**src/rtl/approx_adder_pipe.sv**
```systemverilog
// -----------------------------------------------------------------------------
// approx_adder_pipe
//
// Pipelined approximate ripple adder with an on-line error monitor.
//
// The WIDTH-bit carry chain is split into STAGES slices of SW = WIDTH/STAGES
// bits. Slice j is computed in stage j from the carry registered by stage j-1
// and the operands carried alongside the beat. The last stage register is the
// output register, so a beat accepted at edge n is visible after edge
// n+STAGES-1.
//
// The low k cells (k = appr_k clamped to APPR_MAX) are approximate cells:
//   cout_i = a_i,  s_i = (~a_i & (b_i | c_i)) | (a_i & b_i & c_i)
// All other cells are exact full adders. An exact sum rides in the same
// pipeline so the output stage can flag beats whose result differs.
//
// Handshake: a beat moves on an edge where valid & ready are both high.
// The whole pipe advances when en = ~out_valid | out_ready and freezes
// otherwise; in_ready = en, so nothing is dropped or duplicated.
//
// Parameters:
//   WIDTH    operand/sum width, must be a multiple of STAGES
//   STAGES   number of pipeline register stages (last one drives outputs)
//   APPR_MAX maximum number of approximate LSB cells, APPR_MAX <= WIDTH
//   KW       width of appr_k
//   CNTW     error counter width
//
// Ports:
//   clk, rst_n            clock (rising edge), async active-low reset
//   in_valid, in_ready    input handshake
//   a, b, cin, appr_k     operands, carry in, approximate cell count
//   out_valid, out_ready  output handshake
//   s, cout               approximate sum and carry out
//   err                   current output beat differs from exact a+b+cin
//   err_cnt               saturating count of delivered erroneous beats
//   cnt_clr               synchronous clear of err_cnt (wins over increment)
// -----------------------------------------------------------------------------
module approx_adder_pipe #(
    parameter int WIDTH    = 24,
    parameter int STAGES   = 3,
    parameter int APPR_MAX = 8,
    parameter int KW       = $clog2(APPR_MAX + 1),
    parameter int CNTW     = 16
) (
    input  logic             clk,
    input  logic             rst_n,
    input  logic             in_valid,
    output logic             in_ready,
    input  logic [WIDTH-1:0] a,
    input  logic [WIDTH-1:0] b,
    input  logic             cin,
    input  logic [KW-1:0]    appr_k,
    output logic             out_valid,
    input  logic             out_ready,
    output logic [WIDTH-1:0] s,
    output logic             cout,
    output logic             err,
    output logic [CNTW-1:0]  err_cnt,
    input  logic             cnt_clr
);

    localparam int SW   = WIDTH / STAGES;
    localparam int LAST = STAGES - 1;

    // Per-stage registers: valid, clamped k, operands (skew), approximate and
    // exact partial sums and carries.
    logic             v_q   [STAGES];
    logic [KW-1:0]    k_q   [STAGES];
    logic [WIDTH-1:0] a_q   [STAGES];
    logic [WIDTH-1:0] b_q   [STAGES];
    logic [WIDTH-1:0] sap_q [STAGES];
    logic [WIDTH-1:0] sex_q [STAGES];
    logic             cap_q [STAGES];
    logic             cex_q [STAGES];

    logic             v_d   [STAGES];
    logic [KW-1:0]    k_d   [STAGES];
    logic [WIDTH-1:0] a_d   [STAGES];
    logic [WIDTH-1:0] b_d   [STAGES];
    logic [WIDTH-1:0] sap_d [STAGES];
    logic [WIDTH-1:0] sex_d [STAGES];
    logic             cap_d [STAGES];
    logic             cex_d [STAGES];

    logic [CNTW-1:0]  err_cnt_q;
    logic [CNTW-1:0]  err_cnt_d;
    logic [KW-1:0]    k_in;
    logic             en;

    assign en       = ~out_valid | out_ready;
    assign in_ready = en;

    // Out-of-range requests saturate to the largest supported approximation.
    assign k_in = (appr_k > KW'(APPR_MAX)) ? KW'(APPR_MAX) : appr_k;

    always_comb begin : stage_logic
        logic             src_v;
        logic [KW-1:0]    src_k;
        logic [WIDTH-1:0] src_a;
        logic [WIDTH-1:0] src_b;
        logic [WIDTH-1:0] sum_ap;
        logic [WIDTH-1:0] sum_ex;
        logic             c_ap;
        logic             c_ex;
        logic             ai;
        logic             bi;
        int               idx;
        int               jp;
        src_v  = 1'b0;
        src_k  = '0;
        src_a  = '0;
        src_b  = '0;
        sum_ap = '0;
        sum_ex = '0;
        c_ap   = 1'b0;
        c_ex   = 1'b0;
        ai     = 1'b0;
        bi     = 1'b0;
        idx    = 0;
        jp     = 0;
        for (int j = 0; j < STAGES; j++) begin
            jp = (j == 0) ? 0 : j - 1;
            if (j == 0) begin
                src_v  = in_valid;
                src_k  = k_in;
                src_a  = a;
                src_b  = b;
                sum_ap = '0;
                sum_ex = '0;
                c_ap   = cin;
                c_ex   = cin;
            end else begin
                src_v  = v_q[jp];
                src_k  = k_q[jp];
                src_a  = a_q[jp];
                src_b  = b_q[jp];
                sum_ap = sap_q[jp];
                sum_ex = sex_q[jp];
                c_ap   = cap_q[jp];
                c_ex   = cex_q[jp];
            end
            for (int i = 0; i < SW; i++) begin
                idx = j * SW + i;
                ai  = src_a[idx];
                bi  = src_b[idx];
                sum_ex[idx] = ai ^ bi ^ c_ex;
                c_ex        = (ai & bi) | (c_ex & (ai ^ bi));
                if (idx < int'(src_k)) begin
                    sum_ap[idx] = (~ai & (bi | c_ap)) | (ai & bi & c_ap);
                    c_ap        = ai;
                end else begin
                    sum_ap[idx] = ai ^ bi ^ c_ap;
                    c_ap        = (ai & bi) | (c_ap & (ai ^ bi));
                end
            end
            v_d[j]   = src_v;
            k_d[j]   = src_k;
            a_d[j]   = src_a;
            b_d[j]   = src_b;
            sap_d[j] = sum_ap;
            sex_d[j] = sum_ex;
            cap_d[j] = c_ap;
            cex_d[j] = c_ex;
        end
    end

    always_ff @(posedge clk or negedge rst_n) begin
        if (!rst_n) begin
            for (int j = 0; j < STAGES; j++) begin
                v_q[j]   <= 1'b0;
                k_q[j]   <= '0;
                a_q[j]   <= '0;
                b_q[j]   <= '0;
                sap_q[j] <= '0;
                sex_q[j] <= '0;
                cap_q[j] <= 1'b0;
                cex_q[j] <= 1'b0;
            end
        end else if (en) begin
            for (int j = 0; j < STAGES; j++) begin
                v_q[j]   <= v_d[j];
                k_q[j]   <= k_d[j];
                a_q[j]   <= a_d[j];
                b_q[j]   <= b_d[j];
                sap_q[j] <= sap_d[j];
                sex_q[j] <= sex_d[j];
                cap_q[j] <= cap_d[j];
                cex_q[j] <= cex_d[j];
            end
        end
    end

    assign out_valid = v_q[LAST];
    assign s         = sap_q[LAST];
    assign cout      = cap_q[LAST];
    assign err       = {cap_q[LAST], sap_q[LAST]} != {cex_q[LAST], sex_q[LAST]};

    // Clear wins over a coincident increment; the count sticks at all-ones.
    always_comb begin
        err_cnt_d = err_cnt_q;
        if (cnt_clr) begin
            err_cnt_d = '0;
        end else if (out_valid && out_ready && err && (err_cnt_q != {CNTW{1'b1}})) begin
            err_cnt_d = err_cnt_q + CNTW'(1);
        end
    end

    always_ff @(posedge clk or negedge rst_n) begin
        if (!rst_n) begin
            err_cnt_q <= '0;
        end else begin
            err_cnt_q <= err_cnt_d;
        end
    end

    assign err_cnt = err_cnt_q;

endmodule

```
**config.mk**
```make
export PLATFORM = sky130hd
export DESIGN_NAME = approx_adder_pipe
export DESIGN_NICKNAME = d
export VERILOG_FILES = /design/src/rtl/approx_adder_pipe.sv
export SDC_FILE = /design/constraint.sdc
export NUM_CORES = 1
export LEC_CHECK = 0
export ABC_CLOCK_PERIOD_IN_PS = 8500
export BUFFER_PORTS_ARGS = -buffer_cell sky130_fd_sc_hd__buf_2
export CORE_UTILIZATION = 25
export DETAILED_ROUTE_END_ITERATION = 12
export PLACE_DENSITY = 0.39
export SLEW_MARGIN = 40
export SYNTH_ARGS = -nofsm -noshare
export SYNTH_HDL_FRONTEND = slang
export SYNTH_SLANG_ARGS = --single-unit
```
**constraint.sdc**
```tcl
create_clock -name clk -period 8.5 [get_ports clk]
set_input_delay 0.425 -clock clk [delete_from_list [all_inputs] [get_ports clk]]
set_output_delay 0.425 -clock clk [all_outputs]
set_load 0.01 [all_outputs]
```
==> impl_metrics.env <==
export IMPL_pin_count=102
export IMPL_path_max_fanout=8
export IMPL_clkPwrFrac_pct=25.5
export IMPL_post_cts_buffers=0
export IMPL_outcome="completed"
export IMPL_overflow=0
export IMPL_synth_edf_count=0
export IMPL_setup_violations=0
export IMPL_drt_drc_violations_left=0
export IMPL_diodes=0
export IMPL_power_share_sequential_pct=43.2
export IMPL_routabilityCongestion=0.717
export IMPL_grt_pass1_vias=5444
export IMPL_power_uw=3100
export IMPL_drt_wirelength_per_cell_um=14.8
export IMPL_rsz0062_at_grt="no"
export IMPL_cp_cell_sequence="o31ai_1, nand2_1, o21a_1, fa_1, mux2_2, fa_1, mux2_2, fa_1, mux2_2, fa_1, mux2_2, fa_1, mux2_2, fa_1, mux2i_1, fa_1, a21oi_1"
export IMPL_ys_types=39
export IMPL_synth_simple_area_share_pct=7.53
export IMPL_start_kind="register"
export IMPL_ant_nets=0
export IMPL_syn_area_um2=8760
export IMPL_std_cell_rows=68
export IMPL_synthFlopType="dfrtp_1"
export IMPL_r2r_slack_ps=2920
export IMPL_syn_inst=704
export IMPL_antenna_found_initial=0
export IMPL_cp_common_cell="fa_1"
export IMPL_vias_per_cell=4.16
export IMPL_dr_total_vias=5263
export IMPL_critPathRequiredTime_ps=8850
export IMPL_core_area_um2=34500
export IMPL_synthXorXnorAreaFrac_pct=2.70
export IMPL_hold_class="input port to register"
export IMPL_fmax_ghz=0.179
export IMPL_clock_path_buffers=2
export IMPL_first_pass_iters=4
export IMPL_clock_sinks=173
export IMPL_cts_resized=0
export IMPL_nets=917
export IMPL_slowest_stage="dfrtp_1"
export IMPL_grt_pass1_wl_um=31100
export IMPL_insertion_delay_ps=430
export IMPL_synth_warnings=0
export IMPL_start_util_pct=25.4
export IMPL_wirelength_um=18700
export IMPL_min_period_ps=5580
export IMPL_fin_setup_tns_ps=0
export IMPL_synth_fa_ha_area_share_pct=14.3
export IMPL_syn_avg_cell_area_um2=12.4
export IMPL_synth_compound_area_share_pct=6.10
export IMPL_p_per_area_nw_per_um2=300
export IMPL_slew_violations=0
export IMPL_max_cap_viol_count=0
export IMPL_cts_buffers=17
export IMPL_period_share_pct=65.7
export IMPL_p_comb_share_pct=31.2
export IMPL_die_area_um2=35800
export IMPL_fp_dieH_um=189
export IMPL_cts_hold_buf=1
export IMPL_path_class="register to register"
export IMPL_worstMarginPinSlew_ps=712
export IMPL_synthesis_nets=825
export IMPL_track_usage_pct=11.2
export IMPL_p_sw_share_pct=35.0
export IMPL_port_buffers=101
export IMPL_clock_skew_ps=15.3
export IMPL_die_x_um=189
export IMPL_h_tree_depth=4
export IMPL_vdd_drop_max_mv=0.137
export IMPL_power_switching_uw=1080
export IMPL_cp_end_kind="register"
export IMPL_cts_root_buffer="clkbuf_16"
export IMPL_clk_pin_slew_ps=80
export IMPL_muxShareOfSynthArea_pct=15.8
export IMPL_drive_above_1_share_pct=32.4
export IMPL_synth_top_family_by_area="multiplexers"
export IMPL_asyncSetResetFlopFracSynth_pct=100
export IMPL_dp_hpwl_um=13200
export IMPL_slew_headroom_pct=52.5
export IMPL_p_leak_uw=0.00449
export IMPL_ys_ff_latch=173
export IMPL_cts_tree="built"
export IMPL_critPathMaxStageDelay_ps=460
export IMPL_drt_iter0_drc=196
export IMPL_grt_max_degree=152
export IMPL_seq_area_frac_synth_pct=49.4
export IMPL_internal_power_uw=2010
export IMPL_syn_to_final_growth_pct=18.0
export IMPL_timing_hold_violations_final=0
export IMPL_crit_arrival_ps=5930
-- per-stage QoR --
stage | setup slack, ps | utilization, % | hold WS (ps) | std cells | area (um2)
6_report | 2920 | 29.9 | 203 | 1264 | 10300
4_1_cts | 2860 | 29.9 | 177 | 1264 | 10300
3_3_place_gp | 2630 | 28.1 | 400 | 1231 | 9720
2_1_floorplan | 2890 | - | 129 | 704 | 8760
3_5_place_dp | 2550 | 28.1 | 403 | 1231 | 9720
5_1_grt | 2590 | 29.9 | 183 | 1264 | 10300
-- cell usage after synthesis, types with 2 or more instances --
cell type  count  area share [%]
nor3_1         3            0.17
nand4_1       11            0.79
nor4_1         5            0.36
o21ai_0       31             1.8
a21oi_1       51             2.9
clkbuf_1      20            0.86
mux2_2       117              15
and3_1         2            0.14
o211ai_1       2            0.17
mux2_1         2            0.26
nor2_1        49             2.1
fa_1          62              14
buf_6          3            0.39
nand2_1       31             1.3
and3_4         2            0.26
dfrtp_1      173              49
or3_1         15             1.1
nand2b_1       4            0.29
a31oi_1        3            0.21
mux2i_1        4            0.46
o21ai_1        6            0.34
xor2_1        27             2.7
inv_1         52             2.2
inv_2          2           0.086
buf_2          7            0.40
o31ai_1        2            0.17
nand3b_1       3            0.26
nand3_1        4            0.23
-- per-layer routing --
metal	wire [um]	vias up	share of wire, %	track usage (%)
met1	9500	2618	51	16.2
met5	0	-	0	0
met3	616	12	3.3	2.56
met4	187	0	1.0	2.88
li1	-	2560	-	-
met2	8440	73	45	16.8
-- cell usage in the layout (no fill, tap or decap), drive strengths merged --
| cell | netlist | layout |
|---|---|---|
| dfrtp | 173 | 173 |
| mux2 | 119 | 119 |
| buf | 11 | 104 |
| fa | 62 | 62 |
| inv | 54 | 62 |
| a21oi | 51 | 51 |
| nor2 | 50 | 50 |
| o21ai | 37 | 37 |
| nand2 | 31 | 31 |
| xor2 | 27 | 27 |
| clkbuf | 20 | 19 |
| or3 | 15 | 15 |
| nand4 | 11 | 11 |
| nor4 | 5 | 5 |
| nand3 | 4 | 4 |
| mux2i | 4 | 4 |
| nand2b | 4 | 4 |
| nor3 | 4 | 4 |
| a31oi | 4 | 4 |
| and3 | 4 | 4 |
| clkinv | 0 | 4 |
| nand3b | 3 | 3 |
| o211ai | 2 | 2 |
| o31ai | 2 | 2 |
| nor2b | 2 | 2 |
| a311oi | 1 | 1 |
| o21a | 1 | 1 |
| a211oi | 1 | 1 |
| ha | 1 | 1 |
| clkinvlp | 0 | 1 |
| dlygate4sd3 | 1 | 1 |
-- path summary, 6_finish.rpt --
path                                          to                     startpoint  cells past startpoint
max in group asynchronous   sex_q[4]$_DFFE_PN0P_                          rst_n                      3
min reg2reg                out_valid$_DFFE_PN0P_  stage_logic.src_v$_DFFE_PN0P_                      1
min                          b_d[34]$_DFFE_PN0P_                          b[10]                      3
min in group asynchronous    a_d[42]$_DFFE_PN0P_                          rst_n                      2
max                        sap_d[15]$_DFFE_PN0P_             k_d[6]$_DFFE_PN0P_                     17
max reg2reg                sap_d[15]$_DFFE_PN0P_             k_d[6]$_DFFE_PN0P_                     17
-- flip-flops by register name, summed over array words and instances (netlist names), 8 cells and up --
register,count
a_d,16
stage_logic.src_b,8
b_d,16
sex_d,24
sex_q,24
s,24
stage_logic.src_a,8
sap_d,24
err_cnt,16
-- critical path, delay by kind of cell, from the launching register on --
family	cells	cell delay, ps
AO/OA/AOI/OAI	3	710
flip-flops	1	460
multiplexers	6	1630
AND/OR/NAND/NOR	1	100
adder cells (fa/ha/maj)	7	2600
-- power groups by stage --
stage	Sequential, uW	Clock (uW)	Combinational (uW)
global route	1390	859	1110
finish	1340	791	967
floorplan	1320	0	661
global placement	1360	0	990
CTS	1350	830	1000
detailed placement	1360	0	998
-- kinds of logic (layout without fill, tap and decap cells) --
family                   after synthesis  count (layout)
flip-flops                           173             173
AND/OR/NAND/NOR                      133             133
multiplexers                         123             123
AO/OA/AOI/OAI                         99              99
buffers and inverters                 86             191
adder cells (fa/ha/maj)               63              63
XOR/XNOR                              27              27
-- cell type report --
| cell class | instances | area, um2 |
|---|---|---|
| inverter | 54 | 203 |
| fill | 3633 | 24200 |
| timing repair buffer | 105 | 564 |
| multi-input combinational | 445 | 4070 |
| sequential | 173 | 4330 |
| clock inverter | 13 | 140 |
| tap | 455 | 569 |
| clock buffer | 19 | 453 |
Note: power is estimated with default switching activity, not from simulation.
